## src/rtl/fifo_uart_pkg.sv

```systemverilog
// rtl/fifo_uart_pkg.sv - shared state encoding and line constants for the FIFO-drain UART transmitter
package fifo_uart_pkg;

  localparam int   DATA_BITS = 8;
  localparam logic IDLE_LVL  = 1'b1;
  localparam logic START_LVL = 1'b0;

  typedef enum logic [2:0] {
    S_IDLE   = 3'd0,
    S_REQ    = 3'd1,
    S_LOAD   = 3'd2,
    S_START  = 3'd3,
    S_DATA   = 3'd4,
    S_PARITY = 3'd5,
    S_STOP   = 3'd6
  } state_e;

endpackage

```

## src/rtl/uart_bit_timer.sv

```systemverilog
// rtl/uart_bit_timer.sv - bit-period counter; bit_end marks the last clock of each UART bit
module uart_bit_timer #(
  parameter int unsigned CLKS_PER_BIT = 16,
  parameter int unsigned CNT_W        = 16
) (
  input  logic clk,
  input  logic rst,
  input  logic clear,
  output logic bit_end
);

  logic [CNT_W-1:0] cnt_q;
  logic [CNT_W-1:0] cnt_d;

  assign bit_end = (cnt_q == CNT_W'(CLKS_PER_BIT - 1));

  // Held at zero outside timed states so each bit period starts aligned to its state entry.
  always_comb begin
    cnt_d = cnt_q + 1'b1;
    if (clear || bit_end) begin
      cnt_d = '0;
    end
  end

  always_ff @(posedge clk or negedge rst) begin
    if (!rst) begin
      cnt_q <= '0;
    end else begin
      cnt_q <= cnt_d;
    end
  end

endmodule

```

## src/rtl/fifo_uart_tx.sv

```systemverilog
// rtl/fifo_uart_tx.sv - pops bytes from the upstream FIFO and sends them as 8N1 UART frames, LSB first.
// Define FIFO_UART_TX_PARITY_EN to insert an even-parity bit between data and stop.
module fifo_uart_tx
  import fifo_uart_pkg::*;
#(
  parameter int unsigned CLKS_PER_BIT = 16,
  parameter int unsigned CNT_W        = 16
) (
  input  logic       clk,
  input  logic       rst,
  input  logic       fifo_empty,
  input  logic [7:0] fifo_data,
  output logic       fifo_rd_en,
  output logic       tx,
  output logic       busy,
  output logic       tx_done
);

  state_e     state_q, state_d;
  logic [7:0] shift_q, shift_d;
  logic [2:0] bit_idx_q, bit_idx_d;
  logic       bit_end;
  logic       timer_clear;
`ifdef FIFO_UART_TX_PARITY_EN
  logic       parity_q, parity_d;
`endif

  assign timer_clear = (state_q == S_IDLE) || (state_q == S_REQ) || (state_q == S_LOAD);

  uart_bit_timer #(
    .CLKS_PER_BIT(CLKS_PER_BIT),
    .CNT_W       (CNT_W)
  ) u_bit_timer (
    .clk    (clk),
    .rst    (rst),
    .clear  (timer_clear),
    .bit_end(bit_end)
  );

  always_comb begin
    state_d    = state_q;
    shift_d    = shift_q;
    bit_idx_d  = bit_idx_q;
`ifdef FIFO_UART_TX_PARITY_EN
    parity_d   = parity_q;
`endif
    fifo_rd_en = 1'b0;
    tx         = IDLE_LVL;
    busy       = (state_q != S_IDLE);
    tx_done    = 1'b0;

    case (state_q)
      S_IDLE: begin
        if (!fifo_empty) state_d = S_REQ;
      end
      S_REQ: begin
        fifo_rd_en = 1'b1;
        state_d    = S_LOAD;
      end
      S_LOAD: begin
        shift_d   = fifo_data;
        bit_idx_d = '0;
`ifdef FIFO_UART_TX_PARITY_EN
        parity_d  = ^fifo_data;
`endif
        state_d   = S_START;
      end
      S_START: begin
        tx = START_LVL;
        if (bit_end) state_d = S_DATA;
      end
      S_DATA: begin
        tx = shift_q[0];
        if (bit_end) begin
          shift_d   = {1'b0, shift_q[7:1]};
          bit_idx_d = bit_idx_q + 1'b1;
          if (bit_idx_q == 3'(DATA_BITS - 1)) begin
`ifdef FIFO_UART_TX_PARITY_EN
            state_d = S_PARITY;
`else
            state_d = S_STOP;
`endif
          end
        end
      end
`ifdef FIFO_UART_TX_PARITY_EN
      S_PARITY: begin
        tx = parity_q;
        if (bit_end) state_d = S_STOP;
      end
`endif
      S_STOP: begin
        tx_done = bit_end;
        if (bit_end) state_d = S_IDLE;
      end
      default: begin
        state_d = S_IDLE;
      end
    endcase
  end

  always_ff @(posedge clk or negedge rst) begin
    if (!rst) begin
      state_q   <= S_IDLE;
      shift_q   <= '0;
      bit_idx_q <= '0;
`ifdef FIFO_UART_TX_PARITY_EN
      parity_q  <= 1'b0;
`endif
    end else begin
      state_q   <= state_d;
      shift_q   <= shift_d;
      bit_idx_q <= bit_idx_d;
`ifdef FIFO_UART_TX_PARITY_EN
      parity_q  <= parity_d;
`endif
    end
  end

endmodule

```

## config.mk

```make
export PLATFORM = sky130hd
export DESIGN_NAME = fifo_uart_tx
export DESIGN_NICKNAME = d
export VERILOG_FILES = /design/src/rtl/fifo_uart_pkg.sv /design/src/rtl/uart_bit_timer.sv /design/src/rtl/fifo_uart_tx.sv
export SDC_FILE = /design/constraint.sdc
export NUM_CORES = 1
export LEC_CHECK = 0
export CAP_MARGIN = 10
export CORE_MARGIN = 2
export CORE_UTILIZATION = 55
export CTS_CLUSTER_SIZE = 12
export DETAILED_ROUTE_END_ITERATION = 7
export HOLD_SLACK_MARGIN = 0.12
export PLACE_DENSITY = 0.74
export SLEW_MARGIN = 20
export SYNTH_ARGS = -nofsm -noshare
export SYNTH_HDL_FRONTEND = slang
export SYNTH_HIERARCHICAL = 1
export SYNTH_SLANG_ARGS = --single-unit
export TNS_END_PERCENT = 30
```

## constraint.sdc

```tcl
create_clock -name clk -period 2.67 [get_ports clk]
set_input_delay 0.534 -clock clk [delete_from_list [all_inputs] [get_ports clk]]
set_output_delay 0.534 -clock clk [all_outputs]
set_load 0.01 [all_outputs]
```

==> results.sh, run 1 <==
export IMPL_core_rowCount=19
export IMPL_synth_seq_cells=30
export IMPL_place_area_um2=1810
export IMPL_synth_compound_area_frac=0.0470
export IMPL_clk_pin_slew_worst_paths_ns=0.10
export IMPL_ff2ff_setup_slack_ns=0.27
export IMPL_finalHoldViolCount=0
export IMPL_synth_xor_area_frac=0.0756
export IMPL_gp_congestion=0.802
export IMPL_drcViolationCount=0
export IMPL_finalMaxSlewViolations=0
export IMPL_overflow=0
export IMPL_cts_htree_levels=2
export IMPL_cts_tree="built"
export IMPL_hold_path_class="reg2reg"
export IMPL_fillers=207
export IMPL_relSlewSlack=0.670
export IMPL_drt_iter0_drc=38
export IMPL_setup_tns_ns=0
export IMPL_setup_viol=0
export IMPL_grt_pass1_vias=1181
export IMPL_yosysWarnings=6
export IMPL_outcome="finished clean"
export IMPL_regArea_um2=751
export IMPL_power_density_nw_per_um2=887
export IMPL_crit_type="reg2out"
export IMPL_syn_area_um2=1620
export IMPL_clockBufferDepth=2
export IMPL_critPathRequiredTime_ns=2.14
export IMPL_fin_crit_ns=2.46
export IMPL_synthAdderAreaFrac=0.0293
export IMPL_synth_top_family_by_area="simple AND/OR/NAND/NOR gates"
export IMPL_io_buffers=14
export IMPL_p_clk_frac=0.281
export IMPL_vdd_drop_max_v=0.000660
export IMPL_worstPathArrival_ns=1.93
export IMPL_yosysSeqAreaShare=0.463
export IMPL_clockRootBuffer="clkbuf_4"
export IMPL_cp_start_kind="flop"
export IMPL_antenna_found_initial=0
export IMPL_cts_hold_buf=0
export IMPL_dp_cells=200
export IMPL_switching_share=0.317
export IMPL_worstMarginPinSlew_ns=0.495
export IMPL_fmax_mhz=406
export IMPL_rsz0062_at_grt="no"
export IMPL_power_leakage_nw=0.877
export IMPL_routedWlPerCell_um=14.7
export IMPL_synth_nets=167
export IMPL_crit_fanout=2
export IMPL_grt_max_degree=31
export IMPL_vias_per_cell=5.57
export IMPL_cts_buffers=5
export IMPL_finalNonFillerCells=210
export IMPL_syn_avg_cell_area_um2=10.6
export IMPL_area_growth_pct=19.2
export IMPL_antenna_cells=0
export IMPL_die_x_um=58.3
export IMPL_die_h_um=58.3
export IMPL_multi_input_area_um2=786
export IMPL_synth_cells=153
export IMPL_min_period_over_period=0.923
export IMPL_switchingPower_mw=0.543
export IMPL_grt_pass1_wl_um=5290
export IMPL_drv_cap=0
export IMPL_core_area_um2=2780
export IMPL_skew_ns=0.00974
export IMPL_place_hpwl_um=2100
export IMPL_initial_core_util=0.583
export IMPL_yosys_area_share_simple=0.201
export IMPL_clkSinkCount=30
export IMPL_seq_power_share=0.406
export IMPL_grtUsageTotal=0.213
export IMPL_die_area_um2=3400
export IMPL_stdcell_area_um2=1930
export IMPL_hold_slack_ns=0.494
export IMPL_vias=1170
export IMPL_synth_mux_area_frac=0.131
export IMPL_p_int_mw=1.17
export IMPL_end_kind="output port"
export IMPL_dr_pass1_iters=4
export IMPL_clk_latency_ns=0.34
export IMPL_synth_cell_types=34
export IMPL_fin_nets=192
export IMPL_routed_wl_um=3100
export IMPL_drive_gt1_frac=0.190
export IMPL_ios=15
export IMPL_pwr_share_comb=0.313
export IMPL_ant_nets=0
final timing paths:
check                      cells after the start                    to                 start
max reg2reg                                    6            shift_q[1]  u_bit_timer/cnt_q[9]
min reg2reg                                    1          bit_idx_q[0]          bit_idx_q[0]
min in group asynchronous                      2            shift_q[1]                   rst
max                                            5               tx_done  u_bit_timer/cnt_q[9]
min                                            1          bit_idx_q[0]          bit_idx_q[0]
max in group asynchronous                      2  u_bit_timer/cnt_q[9]                   rst
logic make-up after synthesis:
family | count (synthesis)
fa+ha+maj | 4
xor+xnor | 14
buf+inv | 15
flops | 30
mux | 16
simple gates | 63
compound gates | 11
critical path, stage by stage, from the launching register on:
cell and delay [ns]:
dfrtp_1 0.38, or4_1 0.53, nor4_2 0.33, nand2_1 0.10, nor2_1 0.12, clkbuf_2 0.14
stage by stage:
stage / total power, mW / setup slack, ns / util
5_1_grt: 1.82 / 0.0375 / 0.695
6_report: 1.72 / 0.206 / 0.695
2_1_floorplan: 1.14 / 0.370 / -
4_1_cts: 1.74 / 0.00603 / 0.697
3_5_place_dp: 1.25 / 0.147 / 0.652
3_3_place_gp: 1.22 / 0.165 / 0.652
synthesized netlist by cell type, drive strengths merged:
| cell | number | share of area |
|---|---|---|
| dfrtp | 30 | 0.46 |
| xnor2 | 13 | 0.070 |
| or3 | 1 | 0.0039 |
| maj3 | 1 | 0.0062 |
| or2 | 1 | 0.0039 |
| mux2i | 4 | 0.025 |
| a22oi | 1 | 0.0046 |
| a21oi | 5 | 0.022 |
| mux2 | 12 | 0.11 |
| nand2b | 3 | 0.012 |
| ha | 3 | 0.023 |
| nor3 | 4 | 0.012 |
| xor2 | 1 | 0.0054 |
| inv | 8 | 0.019 |
| nor4 | 4 | 0.019 |
| or4 | 3 | 0.014 |
| nand3 | 6 | 0.019 |
| nor3b | 1 | 0.0077 |
| nor2 | 25 | 0.058 |
| o21ai | 3 | 0.0092 |
| clkbuf | 3 | 0.0069 |
| o32ai | 1 | 0.0054 |
| buf | 4 | 0.028 |
| a311oi | 1 | 0.0054 |
| nand2 | 9 | 0.021 |
| nand4 | 3 | 0.012 |
| nor2b | 2 | 0.0077 |
| nand3b | 1 | 0.012 |
registers in the layout, summed over array words and instances (netlist names):
| register | count |
|---|---|
| bit_idx_q | 3 |
| shift_q | 8 |
| state_q | 3 |
| u_bit_timer/cnt_q | 16 |
power by group through the flow:
stage / sequential [mW] / clock (mW) / combinational [mW]
floorplan: 0.656 / 0 / 0.483
global placement: 0.693 / 0 / 0.524
detailed placement: 0.706 / 0 / 0.542
CTS: 0.697 / 0.493 / 0.547
global route: 0.715 / 0.512 / 0.598
finish: 0.697 / 0.482 / 0.537
per-layer routing:
metal | track usage | wire length, um
met1 | 0.229 | 1290
met2 | 0.374 | 1610
met3 | 0.0659 | 118
met4 | 0.110 | 72
met5 | 0 | 0
cells in the final DEF (no fill, tap or decap), types with 5 or more instances in the layout:
cell             synthesis  layout
mux2_4                  10      10
clkdlybuf4s50_1          0      13
nand2_1                  9       9
dfrtp_1                 30      30
inv_1                    8       8
nor2_1                  25      25
clkbuf_4                 0       5
buf_4                    1      11
nand3_1                  6       6
xnor2_1                 13      13
layout make-up:
class,instances,area share
Clock inverter,2,0.0310
Multi-Input combinational cell,108,0.406
Inverter,8,0.0155
Clock buffer,6,0.0265
Sequential cell,30,0.388
Tap cell,31,0.0201
Timing Repair Buffer,25,0.113
repair_timing:
item | 4_1_cts | 5_1_grt
endpoints found under the setup margin | 1 | 1
buffers inserted | 2 | 0
pin swaps | 1 | 1
resized for setup | 1 | 2
(Power assumes the default switching activity.)
==> run 2, diff against run 1 <==
Settings changed: CORE_UTILIZATION 55 to 56, CTS_BUF_LIST set to sky130_fd_sc_hd__clkbuf_8 sky130_fd_sc_hd__clkbuf_16, PLACE_DENSITY 0.74 to 0.75.
==> run 2 against run 1 <==
Global-route usage rose by 0.88 points. Count of clock-buffer cells in the layout stayed put. Critical endpoint unchanged. Non-clock buffer count is 2 lower. Combinational power grew 1%. Worst hold slack lost 0.0058 ns.
==> results.sh, run 2 (synthesized netlist as in run 1, its figures left out) <==
export IMPL_mostFrequentLayoutCells="dfrtp_1 (30), nor2_1 (25), clkdlybuf4s50_1 (13), xnor2_1 (13), mux2_4 (10)"
export IMPL_fin_ws_ns=0.150
export IMPL_power_leakage_nw=0.879
export IMPL_finalHoldViolCount=0
export IMPL_overflow=0
export IMPL_crit_type="reg2out"
export IMPL_vias_per_cell=5.61
export IMPL_drv_cap=0
export IMPL_clockBufferDepth=2
export IMPL_cts_buffers=5
export IMPL_top_regs="u_bit_timer/cnt_q x16, shift_q x8"
export IMPL_cp_endpoint="tx_done"
export IMPL_die_x_um=57.8
export IMPL_cts_hold_buf=0
export IMPL_grt_max_degree=31
export IMPL_end_kind="output port"
export IMPL_area_growth_pct=20.5
export IMPL_grt_pass1_wl_um=5380
export IMPL_die_h_um=57.8
export IMPL_crit_fanout=2
export IMPL_clk_pin_slew_worst_paths_ns=0.07
export IMPL_finalNonFillerCells=208
export IMPL_initial_core_util=0.588
export IMPL_dp_cells=200
export IMPL_cp_start_kind="flop"
export IMPL_drive_gt1_frac=0.175
export IMPL_fmax_mhz=397
export IMPL_ff2ff_setup_slack_ns=0.24
export IMPL_clockRootBuffer="clkbuf_8"
export IMPL_clkSinkCount=30
export IMPL_antenna_cells=0
export IMPL_outcome="finished clean"
export IMPL_finalMaxSlewViolations=0
export IMPL_r2r_end="shift_q[1]"
export IMPL_vias=1166
export IMPL_cp_num_cells=5
export IMPL_core_area_um2=2760
export IMPL_drcViolationCount=0
export IMPL_multi_input_area_um2=786
export IMPL_dr_pass1_iters=4
export IMPL_r2r_start="u_bit_timer/cnt_q[9]"
export IMPL_fin_crit_ns=2.52
export IMPL_max_flop_register="u_bit_timer/cnt_q"
export IMPL_skew_ns=0.00856
export IMPL_relSlewSlack=0.656
export IMPL_critPathRequiredTime_ns=2.14
export IMPL_min_period_over_period=0.944
export IMPL_worstPathArrival_ns=1.99
export IMPL_crit_slowest_cell="or4_1"
export IMPL_drt_iter0_drc=53
export IMPL_vdd_drop_max_v=0.000699
export IMPL_io_buffers=14
export IMPL_fin_nets=190
export IMPL_worstMarginPinSlew_ns=0.516
export IMPL_cts_htree_levels=2
export IMPL_clk_latency_ns=0.29
export IMPL_routed_wl_um=3100
export IMPL_preCtsSetupSlack_ns=0.152
export IMPL_rsz0062_at_grt="no"
export IMPL_ant_nets=0
export IMPL_routedWlPerCell_um=14.9
export IMPL_place_hpwl_um=2060
export IMPL_power_mw=1.82
export IMPL_ios=15
export IMPL_antenna_found_initial=0
export IMPL_stdcell_area_um2=1960
export IMPL_core_rowCount=19
export IMPL_grt_pass1_vias=1174
export IMPL_crit_chain="or4_1 -> nor4_2 -> nand2_1 -> nor2_1 -> clkdlybuf4s15_1"
export IMPL_setup_viol=0
export IMPL_crit_start="u_bit_timer/cnt_q[9]"
export IMPL_regArea_um2=751
export IMPL_die_area_um2=3340
export IMPL_layout_commonest_cell="dfrtp_1"
export IMPL_gp_congestion=0.833
export IMPL_path_buf_inv=1
export IMPL_fillers=211
export IMPL_hold_path_class="reg2reg"
export IMPL_max_stage_delay_ns=0.55
export IMPL_cts_tree="built"
export IMPL_largest_register_ffs=16
export IMPL_setup_tns_ns=0
export IMPL_place_area_um2=1810
export IMPL_post_cts_buffers=0
export IMPL_ff2ff_path_depth=6
export IMPL_crit_family="simple AND/OR/NAND/NOR gates"
export IMPL_grtUsageTotal=0.222
export IMPL_power_density_nw_per_um2=929
run 2: cell types whose count changed in the layout (fill, tap and decap cells not counted):
cell and delta:
buf_4 -2, clkbuf_2 -1, clkbuf_4 -5, clkbuf_8 +5, clkdlybuf4s15_1 +1
run 2: worst min-delay path by stage:
stage | start | endpoint | cells after the start
2_1_floorplan | rst | bit_idx_q[0] | 0
3_3_place_gp | bit_idx_q[0] | bit_idx_q[0] | 1
3_5_place_dp | shift_q[1] | shift_q[1] | 1
4_1_cts | u_bit_timer/cnt_q[0] | u_bit_timer/cnt_q[0] | 1
5_1_grt | u_bit_timer/cnt_q[0] | u_bit_timer/cnt_q[0] | 1
6_report | u_bit_timer/cnt_q[0] | u_bit_timer/cnt_q[0] | 1
run 2: cell type report:
class / instances / share of cell area
multi-input cells: 108 / 0.402
flip-flops and latches: 30 / 0.384
repair buffers: 23 / 0.106
clock buffers: 6 / 0.0422
clock inverters: 2 / 0.0307
well taps: 31 / 0.0198
inverters: 8 / 0.0154
run 2: power breakdown:
part           internal (mW)  leakage (nW)  total, mW  switching, mW
registers              0.575         0.384      0.694          0.119
clock network          0.398        0.0714      0.578          0.180
logic                  0.281         0.423      0.545          0.264
run 2: worst reg2reg max path: stages, from the launching register on:
cell and delay (ns):
dfrtp_1 0.37, or4_1 0.55, nor4_2 0.32, buf_4 0.22, nand3b_4 0.09, a21oi_4 0.41, mux2_1 0.37
run 2: layer usage:
metal | wire length (um) | part of all wire | up-vias | global-route usage
met5 | 0 | 0 | - | 0
met4 | 76 | 0.025 | 0 | 0.0897
met3 | 159 | 0.051 | 9 | 0.0871
met2 | 1590 | 0.51 | 26 | 0.357
met1 | 1270 | 0.41 | 568 | 0.267
li1 | - | - | 563 | -
run 2: what timing repair did:
action                     in CTS  in global routing
gates resized for setup         1                  1
setup endpoints to repair       1                  1
gates cloned                    0                  0
pin swaps                       1                  1
run 2: metrics by stage:
step / utilization / hold WS (ns)
after floorplan: - / 0.238
after global placement: 0.657 / 0.466
after detailed placement: 0.657 / 0.480
after CTS: 0.709 / 0.495
after global routing: 0.709 / 0.515
final: 0.709 / 0.488
==> run 3, diff against run 2 <==
Settings changed: CORE_UTILIZATION 56 to 55, PLACE_DENSITY 0.75 to 0.74, SYNTH_HIERARCHICAL 1 to not set.
==> run 3 against run 2 <==
Non-clock buffer count shrank 5. Synthesized cell count shrank 1.3%. Synthesized area shrank 5.6%. Maximum frequency grew 7.5%. Power shrank 8.6%. Setup slack gained 0.18 ns. Critical path type unchanged. Critical endpoint is now tx. Largest power group unchanged.
==> results.sh, run 3 <==
export IMPL_core_area_um2=2710
export IMPL_largest_register_ffs=16
export IMPL_relSlewSlack=0.683
export IMPL_place_hpwl_um=2060
export IMPL_cp_endpoint="tx"
export IMPL_synth_cells=151
export IMPL_synth_seq_cells=30
export IMPL_vdd_drop_max_v=0.000861
export IMPL_worstMarginPinSlew_ns=0.474
export IMPL_crit_fanout=11
export IMPL_critical_path_most_common_cell="nor2_1"
export IMPL_dr_pass1_iters=4
export IMPL_end_kind="output port"
export IMPL_mostFrequentLayoutCells="dfrtp_1 (27), nor2_1 (24), clkdlybuf4s50_1 (13)"
export IMPL_grtUsageTotal=0.221
export IMPL_async_reset_ff_frac=1.00
export IMPL_cp_start_kind="flop"
export IMPL_yosysWarnings=0
export IMPL_clk_pin_slew_worst_paths_ns=0.06
export IMPL_grt_pass1_wl_um=5310
export IMPL_top_regs="u_bit_timer.cnt_q x16, shift_q x8"
export IMPL_fin_crit_ns=2.34
export IMPL_finalHoldViolCount=0
export IMPL_die_x_um=56.8
export IMPL_cts_buffers=5
export IMPL_min_period_over_period=0.878
export IMPL_routedWlPerCell_um=15.1
export IMPL_core_rowCount=19
export IMPL_overflow=0
export IMPL_area_growth_pct=22.0
export IMPL_gp_congestion=0.859
export IMPL_initial_core_util=0.566
export IMPL_drive_gt1_frac=0.140
export IMPL_setup_tns_ns=0
export IMPL_ff2ff_path_depth=5
export IMPL_synth_cell_types=33
export IMPL_vias_per_cell=5.84
export IMPL_clockRootBuffer="clkbuf_8"
export IMPL_synthTopCellsByCount="dfrtp_1 (30), nor2_1 (24), nand2_1 (12)"
export IMPL_grt_max_degree=31
export IMPL_fin_nets=185
export IMPL_syn_area_um2=1530
export IMPL_power_density_nw_per_um2=888
export IMPL_yosysTopAreaCell="dfrtp_1"
export IMPL_drv_cap=0
export IMPL_fillers=217
export IMPL_ys_flop_type="dfrtp_1"
export IMPL_routed_wl_um=3060
export IMPL_layout_commonest_cell="dfrtp_1"
export IMPL_synth_nets=165
export IMPL_die_h_um=56.8
export IMPL_path_buf_inv=1
export IMPL_crit_type="reg2out"
export IMPL_synth_edf_count=0
export IMPL_max_stage_delay_ns=0.54
export IMPL_io_buffers=14
export IMPL_cts_htree_levels=2
export IMPL_antenna_cells=0
export IMPL_cp_num_cells=5
export IMPL_worstPathArrival_ns=1.81
export IMPL_ff2ff_setup_slack_ns=0.91
export IMPL_drt_iter0_drc=43
export IMPL_multi_input_area_um2=785
export IMPL_yosysSeqAreaShare=0.490
export IMPL_hold_slack_ns=0.487
export IMPL_crit_chain="nor2_1 -> nand2_1 -> nor2_1 -> a21oi_1 -> clkdlybuf4s50_1"
export IMPL_crit_slowest_cell="clkdlybuf4s50_1"
export IMPL_max_flop_register="u_bit_timer.cnt_q"
export IMPL_cts_tree="built"
export IMPL_crit_family="buffers and inverters"
export IMPL_r2r_end="u_bit_timer.cnt_q[15]"
export IMPL_fmax_mhz=427
export IMPL_die_area_um2=3230
export IMPL_antenna_found_initial=0
export IMPL_syn_avg_cell_area_um2=10.2
export IMPL_rsz0062_at_grt="no"
export IMPL_skew_ns=0.00675
export IMPL_regArea_um2=754
export IMPL_clkSinkCount=30
export IMPL_crit_start="state_q[1]"
export IMPL_critPathRequiredTime_ns=2.14
export IMPL_ios=15
export IMPL_clockBufferDepth=2
export IMPL_r2r_start="u_bit_timer.cnt_q[6]"
export IMPL_vias=1186
export IMPL_outcome="finished clean"
export IMPL_drcViolationCount=0
export IMPL_power_leakage_nw=0.783
export IMPL_yosysTopAreaCellShare=0.490
export IMPL_grt_pass1_vias=1207
export IMPL_stdcell_area_um2=1870
export IMPL_ant_nets=0
export IMPL_place_area_um2=1700
export IMPL_finalMaxSlewViolations=0
export IMPL_hold_path_class="reg2reg"
export IMPL_clk_latency_ns=0.29
export IMPL_synth_area_leaders="dfrtp_1 (49%), xnor2_1 (6.3%), nor2_1 (5.9%), o221a_1 (5.1%), nand2b_1 (3.7%)"
export IMPL_setup_viol=0
export IMPL_yosys_cell_count_top_type="dfrtp_1"
## run 3: cell types whose count changed in the layout (fill, tap and decap cells not counted), moves of 5 or more
cell      previous run  this run
nand2b_1             3         9
o221a_1              0         7
buf_4                9         4
mux2_4              10         0
inv_1                8         3
## run 3: what timing repair did
item | 4_1_cts | 5_1_grt
endpoints found under the hold margin | 0 | 0
setup endpoints to repair | 1 | 1
pin swaps | 0 | 2
hold buffers | 0 | 0
resized for setup | 2 | 8
setup buffers | 0 | 2
## run 3: worst min path at each step
stage | start | end | slack (ns) | cells past startpoint
floorplan | rst | bit_idx_q[0] | 0.24 | 0
detailed placement | bit_idx_q[0] | bit_idx_q[0] | 0.49 | 1
finish | bit_idx_q[0] | bit_idx_q[0] | 0.49 | 1
global placement | u_bit_timer.cnt_q[0] | u_bit_timer.cnt_q[0] | 0.47 | 1
global route | bit_idx_q[0] | bit_idx_q[0] | 0.51 | 1
CTS | bit_idx_q[0] | bit_idx_q[0] | 0.50 | 1
## run 3: cell type report
cell class / count / share of cell area
multi-input combinational: 113 / 0.419
clock inverter: 3 / 0.0214
inverter: 3 / 0.00602
sequential: 30 / 0.403
timing repair buffer: 18 / 0.0923
tap: 31 / 0.0207
clock buffer: 5 / 0.0368
## run 3: cell families (layout without fill, tap and decap cells)
group	Yosys count	count (layout)	share of synthesized area
and+or+nand+nor	77	77	0.267
DFF	30	30	0.490
AOI/OAI and AO/OA	17	17	0.0971
xor gates and xnor gates	13	13	0.0743
buffers and inverters	8	29	0.0269
adders and majority gates	4	4	0.0318
muxes	2	2	0.0131
## run 3: layer usage
metal,routed length [um],vias to the layer above,track usage,share of wire
li1,-,572,-,-
met1,1300,587,0.260,0.43
met2,1550,19,0.344,0.51
met3,135,8,0.0922,0.044
met4,71,0,0.116,0.023
met5,0,-,0,0
## run 3: worst reg2reg max path, cell delays in order (launching register included)
cell     delay, ns
dfrtp_1       0.44
nor4_4        0.31
buf_4         0.15
nand4_2       0.17
nand2_1       0.43
nor2_1        0.13
## run 3: metrics by stage
step / power [mW] / setup slack, ns / util / std cells
after floorplan: 1.03 / 0.772 / - / 151
after global placement: 1.15 / 0.370 / 0.626 / 193
after detailed placement: 1.17 / 0.279 / 0.626 / 193
after CTS: 1.64 / 0.0128 / 0.669 / 201
after global routing: 1.78 / 0.197 / 0.690 / 203
final: 1.66 / 0.326 / 0.690 / 203
## run 3: where the power goes
group | leakage [nW] | switching, mW | internal [mW] | total [mW]
Combinational | 0.350 | 0.251 | 0.258 | 0.509
Sequential | 0.375 | 0.132 | 0.575 | 0.707
Clock | 0.0579 | 0.171 | 0.274 | 0.445
Total | 0.783 | 0.554 | 1.11 | 1.66
